**config.mk**
```make
export PLATFORM = sky130hd
export DESIGN_NAME = fifo_wr_arbiter
export DESIGN_NICKNAME = d
export VERILOG_FILES = /design/src/rtl/fifo_wr_arbiter_pkg.sv /design/src/rtl/fifo_wr_arbiter_rr_picker.sv /design/src/rtl/fifo_wr_arbiter.sv
export SDC_FILE = /design/constraint.sdc
export NUM_CORES = 1
export LEC_CHECK = 0
export ABC_AREA = 1
export BUFFER_PORTS_ARGS = -buffer_cell sky130_fd_sc_hd__buf_2
export CAP_MARGIN = 5
export CORE_ASPECT_RATIO = 0.9
export CORE_MARGIN = 3
export CORE_UTILIZATION = 50
export CTS_CLUSTER_DIAMETER = 120
export CTS_CLUSTER_SIZE = 24
export DETAILED_ROUTE_END_ITERATION = 8
export GPL_TIMING_DRIVEN = 0
export HOLD_SLACK_MARGIN = 0.1
export PLACE_DENSITY = 0.78
export SLEW_MARGIN = 30
export SYNTH_ARGS = -nofsm -noshare
export SYNTH_HDL_FRONTEND = slang
export SYNTH_HIERARCHICAL = 1
export SYNTH_SLANG_ARGS = --single-unit
```
**constraint.sdc**
```tcl
create_clock -name clk -period 4.9 [get_ports clk]
set_input_delay 0 -clock clk [delete_from_list [all_inputs] [get_ports clk]]
set_output_delay 0 -clock clk [all_outputs]
set_load 0.01 [all_outputs]
```
**src/rtl/fifo_wr_arbiter_pkg.sv**
```systemverilog
// Shared types and limits for the FIFO write-port arbiter.
// Latency: n/a (declarations only).
// Backpressure: n/a.
package fifo_wr_arbiter_pkg;

    // Upper bound on the number of producers sharing one write port.
    localparam int ARB_MAX_REQ = 8;

    // ARB_IDLE : no write in flight
    // ARB_ISSUE: a word is on the FIFO write port this cycle
    // ARB_STALL: FIFO throttled, waiting for room
    typedef enum logic [1:0] {
        ARB_IDLE  = 2'd0,
        ARB_ISSUE = 2'd1,
        ARB_STALL = 2'd2
    } arb_state_e;

endpackage

```
**src/rtl/fifo_wr_arbiter_rr_picker.sv**
```systemverilog
// Round-robin picker: first eligible requester at or after ptr, wrapping to 0.
// Latency: combinational, zero cycles.
// Backpressure: none; the caller decides whether a pick is used.
//
// Ports:
//   eligible  in   NUM_REQ  requesters that may be picked this cycle
//   ptr       in   IDX_W    highest-priority index
//   found     out  1        at least one requester is eligible
//   idx       out  IDX_W    chosen requester (0 when nothing is found)
module fifo_rr_picker #(
    parameter  int NUM_REQ = 4,
    localparam int IDX_W   = $clog2(NUM_REQ)
) (
    input  logic [NUM_REQ-1:0] eligible,
    input  logic [IDX_W-1:0]   ptr,
    output logic               found,
    output logic [IDX_W-1:0]   idx
);

    // Walk the candidates from farthest to nearest so the nearest hit to
    // ptr is the one left standing.
    always_comb begin
        int cand;
        found = 1'b0;
        idx   = '0;
        cand  = 0;
        for (int k = NUM_REQ - 1; k >= 0; k--) begin
            cand = int'(ptr) + k;
            if (cand >= NUM_REQ) begin
                cand = cand - NUM_REQ;
            end
            if (eligible[cand]) begin
                found = 1'b1;
                idx   = IDX_W'(cand);
            end
        end
    end

endmodule

```
**src/rtl/fifo_wr_arbiter.sv**
```systemverilog
// Round-robin arbiter sharing one FIFO write port among NUM_REQ producers, with ack checking.
// Latency: 1 cycle from req to gnt/fifo_wr_en; ack checked 1 cycle after the write.
// Backpressure: stalls on fifo_full, or fifo_almostfull while writing; requesters hold until gnt.
//
// Ports:
//   clk, rst                 clock, async active-high reset
//   req / req_data           per-requester level request and packed data words
//   gnt / grant_id           one-hot grant pulse and index of the last grant
//   fifo_wr_en/fifo_data_in  FIFO write port
//   fifo_full/almostfull     FIFO status, used for throttling
//   fifo_wr_ack/overflow     FIFO write response, checked one cycle after each write
//   wr_count/drop_count      saturating acked / dropped word counters
//   err_overflow             sticky drop flag
// NUM_REQ is intended to be 2..ARB_MAX_REQ.
module fifo_wr_arbiter
    import fifo_wr_arbiter_pkg::*;
#(
    parameter  int NUM_REQ    = 4,
    parameter  int DATA_WIDTH = 16,
    parameter  int CNT_WIDTH  = 16,
    localparam int IDX_W      = $clog2(NUM_REQ)
) (
    input  logic                          clk,
    input  logic                          rst,
    input  logic [NUM_REQ-1:0]            req,
    input  logic [NUM_REQ*DATA_WIDTH-1:0] req_data,
    output logic [NUM_REQ-1:0]            gnt,
    output logic                          fifo_wr_en,
    output logic [DATA_WIDTH-1:0]         fifo_data_in,
    input  logic                          fifo_full,
    input  logic                          fifo_almostfull,
    input  logic                          fifo_wr_ack,
    input  logic                          fifo_overflow,
    output logic [IDX_W-1:0]              grant_id,
    output logic [CNT_WIDTH-1:0]          wr_count,
    output logic [CNT_WIDTH-1:0]          drop_count,
    output logic                          err_overflow
);

    arb_state_e              state_q, state_d;
    logic [IDX_W-1:0]        ptr_q, ptr_d;
    logic [NUM_REQ-1:0]      gnt_q, gnt_d;
    logic                    wr_en_q, wr_en_d;
    logic [DATA_WIDTH-1:0]   data_q, data_d;
    logic [IDX_W-1:0]        grant_id_q, grant_id_d;
    logic                    ack_pending_q, ack_pending_d;
    logic [CNT_WIDTH-1:0]    wr_count_q, wr_count_d;
    logic [CNT_WIDTH-1:0]    drop_count_q, drop_count_d;
    logic                    err_q, err_d;

    logic [NUM_REQ-1:0]      eligible;
    logic                    throttle;
    logic                    pick_found;
    logic [IDX_W-1:0]        pick_idx;
    logic                    take;

    // A requester granted last cycle is masked so it can drop req or
    // refresh its data before being considered again.
    assign eligible = req & ~gnt_q;

    // almostfull only blocks when a write is already going in this cycle:
    // that write consumes the last slot.
    assign throttle = fifo_full | (fifo_almostfull & wr_en_q);

    fifo_rr_picker #(
        .NUM_REQ (NUM_REQ)
    ) u_picker (
        .eligible (eligible),
        .ptr      (ptr_q),
        .found    (pick_found),
        .idx      (pick_idx)
    );

    always_comb begin
        state_d      = state_q;
        ptr_d        = ptr_q;
        gnt_d        = '0;
        wr_en_d      = 1'b0;
        data_d       = data_q;
        grant_id_d   = grant_id_q;
        take         = 1'b0;

        case (state_q)
            ARB_IDLE: begin
                if (pick_found && !throttle) begin
                    take = 1'b1;
                end else if (throttle && (|req)) begin
                    state_d = ARB_STALL;
                end
            end
            ARB_ISSUE: begin
                if (throttle) begin
                    state_d = ARB_STALL;
                end else if (pick_found) begin
                    take = 1'b1;
                end else begin
                    state_d = ARB_IDLE;
                end
            end
            ARB_STALL: begin
                // Always pass through IDLE: one bubble after a stall.
                if (!throttle) begin
                    state_d = ARB_IDLE;
                end
            end
            default: begin
                state_d = ARB_IDLE;
            end
        endcase

        if (take) begin
            state_d    = ARB_ISSUE;
            gnt_d      = NUM_REQ'(1) << pick_idx;
            wr_en_d    = 1'b1;
            data_d     = req_data[int'(pick_idx)*DATA_WIDTH +: DATA_WIDTH];
            grant_id_d = pick_idx;
            if (int'(pick_idx) == NUM_REQ - 1) begin
                ptr_d = '0;
            end else begin
                ptr_d = pick_idx + 1'b1;
            end
        end
    end

    // The FIFO answers one cycle after each write; ack_pending lines up
    // with that response.
    always_comb begin
        ack_pending_d = wr_en_q;
        wr_count_d    = wr_count_q;
        drop_count_d  = drop_count_q;
        err_d         = err_q;
        if (ack_pending_q) begin
            if (fifo_wr_ack && !fifo_overflow) begin
                if (wr_count_q != {CNT_WIDTH{1'b1}}) begin
                    wr_count_d = wr_count_q + 1'b1;
                end
            end else begin
                if (drop_count_q != {CNT_WIDTH{1'b1}}) begin
                    drop_count_d = drop_count_q + 1'b1;
                end
                err_d = 1'b1;
            end
        end
    end

    always_ff @(posedge clk or posedge rst) begin
        if (rst) begin
            state_q       <= ARB_IDLE;
            ptr_q         <= '0;
            gnt_q         <= '0;
            wr_en_q       <= 1'b0;
            data_q        <= '0;
            grant_id_q    <= '0;
            ack_pending_q <= 1'b0;
            wr_count_q    <= '0;
            drop_count_q  <= '0;
            err_q         <= 1'b0;
        end else begin
            state_q       <= state_d;
            ptr_q         <= ptr_d;
            gnt_q         <= gnt_d;
            wr_en_q       <= wr_en_d;
            data_q        <= data_d;
            grant_id_q    <= grant_id_d;
            ack_pending_q <= ack_pending_d;
            wr_count_q    <= wr_count_d;
            drop_count_q  <= drop_count_d;
            err_q         <= err_d;
        end
    end

    assign gnt          = gnt_q;
    assign fifo_wr_en   = wr_en_q;
    assign fifo_data_in = data_q;
    assign grant_id     = grant_id_q;
    assign wr_count     = wr_count_q;
    assign drop_count   = drop_count_q;
    assign err_overflow = err_q;

endmodule
```
# After elaboration in Yosys (flattened, before gate mapping)
# Index checks and enable logic that the tools add are counted.
[word_totals] ff_bits=61 latch_bits=0 mem_bits_rw=0 mem_bits_ro=0 output_inout_bits=56 word_cells=93 memories=0
[op_classes] addsub=10 n_mul=0 div_mod_pow=0 n_lt_le_gt_ge=8 n_eq_ne=9 shift=2 mux=38 bitwise_logic=5 n_reduce_logical=11
[ops] op="32-bit by 4-bit less-than comparator with 1-bit output (second input constant)" n=4
[ops] op="32-bit two-way mux" n=4
[ops] op="32-bit by 4-bit greater-or-equal comparator with 1-bit output (second input constant)" n=3
[ops] op="32-bit by 4-bit subtractor with 32-bit output (second input constant)" n=3
[ops] op="64-bit by 7-bit variable part select with 16-bit output" n=1
[ops] op="16-bit by 1-bit adder with 16-bit output (second input constant)" n=2
[ops] op="16-bit inequality test (second input constant)" n=2
[ops] op="2-bit two-way mux" n=11
[ops] op="1-bit two-way mux" n=16
[ops] op="3-bit inequality test (second input constant)" n=3
[ops] op="1-bit binary-select mux with 2-bit select" n=4
[ops] op="2-bit by 2-bit adder with 3-bit output (second input constant)" n=2
[ops] op="2-bit one-hot mux with 3 select lines" n=1
[ops] op="3-bit AND reduction" n=2
[ops] op="4-bit AND" n=1
[ops] op="2-bit by 1-bit equality test with 1-bit output (second input constant)" n=2
[ops] op="4-bit two-way mux" n=1
[ops] op="4-bit inequality test (second input constant)" n=1
[ops] op="4-bit inverter" n=1
[ops] op="4-bit AND reduction" n=1
[ops] op="4-bit OR reduction" n=1
[ops] op="1-bit by 2-bit << shifter with 4-bit output (first input constant)" n=1
[ops] op="2-bit by 3-bit subtractor with 4-bit output (second input constant)" n=1
[ops] op="2-bit by 1-bit adder with 3-bit output (second input constant)" n=1
[ops] op="other kinds (11)" n=14

# Depth between registers and ports, before layout
[logic_depth] word_depth=15 mapped_depth=17 mapped_depth_nobuf=16

# Modules after synthesis
# The synthesis kept the hierarchy.
[by_module_without_submodules] mod="fifo_wr_arbiter" n_inst=1 cells_per_inst=514 area_each_um2=3575.9 seq_area_each_um2=1526.5
[by_module_without_submodules] mod="fifo_rr_picker" n_inst=1 cells_per_inst=46 area_each_um2=212.7 seq_area_each_um2=0.0

# Worst setup path before layout
# OpenSTA, ideal clock, no wires.
[synth_path] path_type="flip-flop to flip-flop" startpoint="register gnt_q[2] (netlist: gnt[2])" endpoint="register ptr_q[1]" arrival_ns=2.052 required_time_ns=4.783 slack_ns=2.731 stages_incl_launch_ff=14 path_buffers=1 synth_period_minus_slack_ns=2.169 cell_sequence="dfrtp_1 -> nor2_1 -> inv_1 -> nand2_1 -> and2_4 -> nand2_2 -> nand2_1 -> inv_1 -> a21boi_1 -> inv_1 -> clkbuf_1 -> ha_1 -> nand2_1 -> nand2_1"
[synth_via] elab_cells_between_ends=30
[synth_lines] element="start: declaration" line_no="fifo_wr_arbiter.sv:42" text="logic [NUM_REQ-1:0] gnt_q, gnt_d;"
[synth_lines] element="start signal: assignment" line_no="fifo_wr_arbiter.sv:161" text="gnt_q <= gnt_d;"
[synth_lines] element="4-bit inverter (*)" line_no="fifo_wr_arbiter.sv:59" text="assign eligible = req & ~gnt_q;"
[synth_lines] element="4-bit AND (*)" line_no="fifo_wr_arbiter.sv:59"
[synth_lines] element="net eligible[2]" line_no="fifo_wr_arbiter.sv:51" text="logic [NUM_REQ-1:0] eligible;"
[synth_lines] element="1-bit binary-select mux with 2-bit select" line_no="fifo_wr_arbiter_rr_picker.sv:32" text="if (eligible[cand]) begin"
[synth_lines] element="1-bit two-way mux (not written as such) (2 in series)" line_no="fifo_wr_arbiter_rr_picker.sv:32"
[synth_lines] element="2-bit two-way mux (3 in series)" line_no="fifo_wr_arbiter_rr_picker.sv:32"
[synth_lines] element="2-bit two-way mux (*)" line_no="fifo_wr_arbiter_rr_picker.sv:32"
[synth_lines] element="net pick_idx[1]" line_no="fifo_wr_arbiter.sv:54" text="logic [IDX_W-1:0] pick_idx;"
[synth_lines] element="2-bit by 1-bit adder with 2-bit output or 2-bit by 1-bit equality test with 1-bit output (tied branches)" line_no="fifo_wr_arbiter.sv:120, fifo_wr_arbiter.sv:117"
[synth_lines] element="2-bit two-way mux (*)" line_no="fifo_wr_arbiter.sv:117" text="if (int'(pick_idx) == NUM_REQ - 1) begin"
[synth_lines] element="end signal: assignment" line_no="fifo_wr_arbiter.sv:160" text="ptr_q <= ptr_d;"
[synth_lines] element="end: declaration" line_no="fifo_wr_arbiter.sv:41" text="logic [IDX_W-1:0] ptr_q, ptr_d;"
# Mark *: on every way through the listed nets, which the timed path passes. The rest lies on a longest branch. The select of a mux whose other input is x is not followed.
# A chain may end at the register's enable or synchronous reset.

# Worst setup path in the final report
[layout_path] startpoint="register ptr_q[0]" endpoint="register data_q[2] (netlist: fifo_data_in[2])"
[layout_via] elab_cells_between_ends=41
[layout_lines] element="2-bit by 2-bit adder with 3-bit output" line_no="fifo_wr_arbiter_rr_picker.sv:28" text="cand = int'(ptr) + k;"
[layout_lines] element="32-bit by 4-bit subtractor with 32-bit output or 32-bit by 4-bit greater-or-equal comparator with 1-bit output (tied branches)" line_no="fifo_wr_arbiter_rr_picker.sv:30, fifo_wr_arbiter_rr_picker.sv:29"
[layout_lines] element="32-bit two-way mux" line_no="fifo_wr_arbiter_rr_picker.sv:29" text="if (cand >= NUM_REQ) begin"
[layout_lines] element="1-bit binary-select mux with 2-bit select" line_no="fifo_wr_arbiter_rr_picker.sv:32"
[layout_lines] element="1-bit two-way mux (not written as such) (2 in series)" line_no="fifo_wr_arbiter_rr_picker.sv:32"
[layout_lines] element="2-bit two-way mux (3 in series)" line_no="fifo_wr_arbiter_rr_picker.sv:32"
[layout_lines] element="2-bit two-way mux (*)" line_no="fifo_wr_arbiter_rr_picker.sv:32"
[layout_lines] element="net pick_idx[1]" line_no="fifo_wr_arbiter.sv:54"
[layout_lines] element="64-bit by 7-bit variable part select with 16-bit output (*)" line_no="fifo_wr_arbiter.sv:115" text="data_d = req_data[int'(pick_idx)*DATA_WIDTH +: DATA_WIDTH];"
[layout_lines] element="end signal: assignment" line_no="fifo_wr_arbiter.sv:163" text="data_q <= data_d;"
[layout_lines] element="end: declaration" line_no="fifo_wr_arbiter.sv:44" text="logic [DATA_WIDTH-1:0] data_q, data_d;"
# Marks and branches as above.

==> impl_metrics.env <==
export IMPL_routedWlPerCell_um=13.83
export IMPL_stdcell_count=832
export IMPL_min_path_type="in2reg"
export IMPL_track_usage_pct=26.98
export IMPL_drive_gt1_share_pct=22.73
export IMPL_min_to="fifo_data_in[6]"
export IMPL_cts_tree="done"
export IMPL_drtIter0Drc=176
export IMPL_grt_max_degree=44
export IMPL_critPathKind="reg2reg"
export IMPL_root_buffer="clkbuf_8"
export IMPL_die_area_mm2=0.008659
export IMPL_synth_top_area_cell="dfrtp_1"
export IMPL_stdcell_area_mm2=0.005104
export IMPL_vias=4372
export IMPL_async_reset_ff_share_pct=100.0
export IMPL_skew_ns=0.008143
export IMPL_period_share_pct=69.70
export IMPL_dr_pass1_iters=4
export IMPL_routed_via_density=5.255
export IMPL_syn2layout_area_growth_pct=34.71
export IMPL_dieWidth_um=97.76
export IMPL_fillers=597
export IMPL_power_w=0.003014
export IMPL_syn_inst=560
export IMPL_dp_cells=783
export IMPL_muxShareOfSynthArea_pct=0
export IMPL_cts_sinks=61
export IMPL_slew_violations=0
export IMPL_min_period_ns=3.415
export IMPL_r2r_slack_ns=1.48
export IMPL_synth_cell_types=33
export IMPL_synth_area_per_cell_um2=6.765
export IMPL_htreeDepth=3
export IMPL_antenna_found_initial=0
export IMPL_synthTopCellsByCount="225 x nand2_1, 79 x nor2_1, 61 x dfrtp_1, 46 x o21ai_0, 41 x inv_1"
export IMPL_ys_warn_count=6
export IMPL_clk_latency_ns=0.34
export IMPL_post_cts_buffers=0
export IMPL_synth_top_family_by_area="simple AND/OR/NAND/NOR gates"
export IMPL_gr_total_overflow=0
export IMPL_crit_chain="buf_6 > o21ai_2 > nand2_1 > nand2_1 > inv_1 > a21boi_1 > inv_1 > clkbuf_1 > o21ai_0 > o22ai_1 > dlygate4sd3_1 > nand2_1 > nand2_1"
export IMPL_drcViolationCount=0
export IMPL_p_per_area_mw_per_mm2=590.5
export IMPL_cpMaxStageDelayCell="a21boi_1"
export IMPL_synth_fa_ha_area_share_pct=1.982
export IMPL_io_buffers=129
export IMPL_path_max_fanout=11
export IMPL_grt_pass1_wl_um=18940
export IMPL_num_antenna_cells=0
export IMPL_synth_area_leaders="dfrtp_1 40%, nand2_1 22%, nor2_1 7.8%, o21ai_0 6.1%, inv_1 4.1%"
export IMPL_status="finished, final reports clean"
export IMPL_critical_path_top_delay_family="buffers and inverters"
export IMPL_hold_path_startpoint="req_data[6]"
export IMPL_synth_edf_count=0
export IMPL_numCtsBuffers=9
export IMPL_r2r_end="fifo_data_in[2]"
export IMPL_netlist_area_mm2=0.003789
export IMPL_r2r_start="ptr_q[0]"
export IMPL_tightest_slew_ns=0.8482
export IMPL_maxCapViolations=0
export IMPL_yosys_area_share_simple_pct=36.89
export IMPL_cpMostUsedCell="nand2_1"
export IMPL_yosysSeqAreaShare_pct=40.29
export IMPL_rsz0062_at_grt="false"
export IMPL_setup_tns_ns=0
export IMPL_grt_pass1_vias=4279
export IMPL_setup_viol=0
export IMPL_hold_viol=0
export IMPL_fin_nets=816
export IMPL_required_ns=5.12
export IMPL_antenna_left=0
export IMPL_core_rowCount=29
export IMPL_ys_ff_latch=61
export IMPL_ir_drop_uv=446.9
export IMPL_syn_nets=640
export IMPL_clk_pin_slew_ns=0.06
export IMPL_max_stage_delay_ns=0.67
export IMPL_dpl_hpwl_um=8063
export IMPL_slew_headroom_pct=43.33
export IMPL_io_pins=130
export IMPL_hold_path_depth=5
export IMPL_start_kind="register"
export IMPL_reg2reg_depth=13
export IMPL_yosysMostFrequentCell="nand2_1"
export IMPL_synthFlopType="dfrtp_1"
export IMPL_clockBufferDepth=2
export IMPL_crit_arrival_ns=3.64
export IMPL_synth_top_area_share_pct=40.29
export IMPL_crit_path_end_kind="register"
export IMPL_fmax_mhz=292.8
export IMPL_core_area_mm2=0.007184
export IMPL_worst_path_buf_inv=5
export IMPL_synth_xor_area_share_pct=3.236
export IMPL_floorplan_initialDensity_pct=52.73
export IMPL_place_area_mm2=0.004573
export IMPL_place_congestion=0.8980
export IMPL_wirelength_um=11510
export IMPL_postLayoutCoreUtil_pct=71.04
export IMPL_leakagePower_nw=2.684
export IMPL_die_h_um=88.58
export IMPL_synth_compound_area_share_pct=10.60
## worst register-to-register path, cell delays in order (launching register included)
cell	delay, ns
dfrtp_1	0.40
buf_6	0.15
o21ai_2	0.20
nand2_1	0.10
nand2_1	0.08
inv_1	0.04
a21boi_1	0.67
inv_1	0.34
clkbuf_1	0.33
o21ai_0	0.19
o22ai_1	0.10
dlygate4sd3_1	0.58
nand2_1	0.07
nand2_1	0.06
## routing by layer
metal / part of all wire, % / vias up / track usage (%) / routed length, um
met5: 0 / - / 0 / 0
met4: 2.5 / 0 / 13.84 / 283
met3: 7.9 / 29 / 6.462 / 905
met2: 49 / 206 / 47.98 / 5661
met1: 40 / 2014 / 30.77 / 4655
li1: - / 2123 / - / -
## cell type report
cell class                 count  area (um2)  share of cell area (%)
tap                           93       116.4                   2.280
buffer                        17       92.59                   1.814
inverter                      45       175.2                   3.432
multi-input combinational    437        1997                   39.13
clock inverter                 2       35.03                  0.6864
sequential                    61        1526                   29.91
clock buffer                  12       145.1                   2.844
timing repair buffer         165        1016                   19.91
## power breakdown
group | total [W] | switching (W) | internal [W]
logic | 0.00179 | 0.00104 | 0.000749
clock network | 0.000438 | 0.000195 | 0.000243
registers | 0.000784 | 0.000132 | 0.000652
## cell usage in the layout, fill, tap and decap left out, types with 3 or more instances in the layout
master,instances
buf_2,131
buf_6,3
clkbuf_1,12
clkbuf_8,10
dfrtp_1,61
dlygate4sd3_1,35
ha_1,6
inv_1,40
nand2_1,225
nand2_2,5
nand3_1,18
nand4_1,11
nor2_1,79
o21ai_0,46
o22ai_1,16
xnor2_1,11
xor2_1,3
## what timing repair did
item	CTS	global route
resized for setup	0	0
hold endpoints to repair	79	0
hold buffers	35	0
## logic make-up (layout without fill, tap and decap cells)
group,count (synthesis),count (layout)
adder cells (fa/ha/maj),6,6
XOR/XNOR,14,14
AO/OA/AOI/OAI,71,71
buffers and inverters,62,241
flip-flops,61,61
AND/OR/NAND/NOR,346,346
## registers in the layout, indices dropped and copies added (netlist names)
register and cells:
drop_count 16, fifo_data_in 16, wr_count 16, gnt 4, grant_id 2, ptr_q 2
state_q 2, ack_pending_q 1, err_overflow 1, fifo_wr_en 1
## stage by stage
stage,setup slack (ns),hold slack [ns]
after CTS,1.565,0.1144
after detailed placement,2.012,-0.03297
after global placement,2.158,0.3242
after floorplan,2.731,0.1903
final,1.485,0.1357
after global routing,1.306,0.1544
## worst max path at each step
| stage | start | endpoint | slack [ns] | cells after the start |
|---|---|---|---|---|
| global route | gnt[2] | fifo_data_in[2] | 1.31 | 15 |
| finish | ptr_q[0] | fifo_data_in[2] | 1.48 | 13 |
| global placement | gnt[2] | ptr_q[1] | 2.16 | 13 |
| CTS | ptr_q[0] | fifo_data_in[1] | 1.56 | 13 |
| floorplan | gnt[2] | ptr_q[1] | 2.73 | 13 |
| detailed placement | ptr_q[0] | ptr_q[1] | 2.01 | 11 |
No activity file was read; power rests on OpenSTA's default activity.
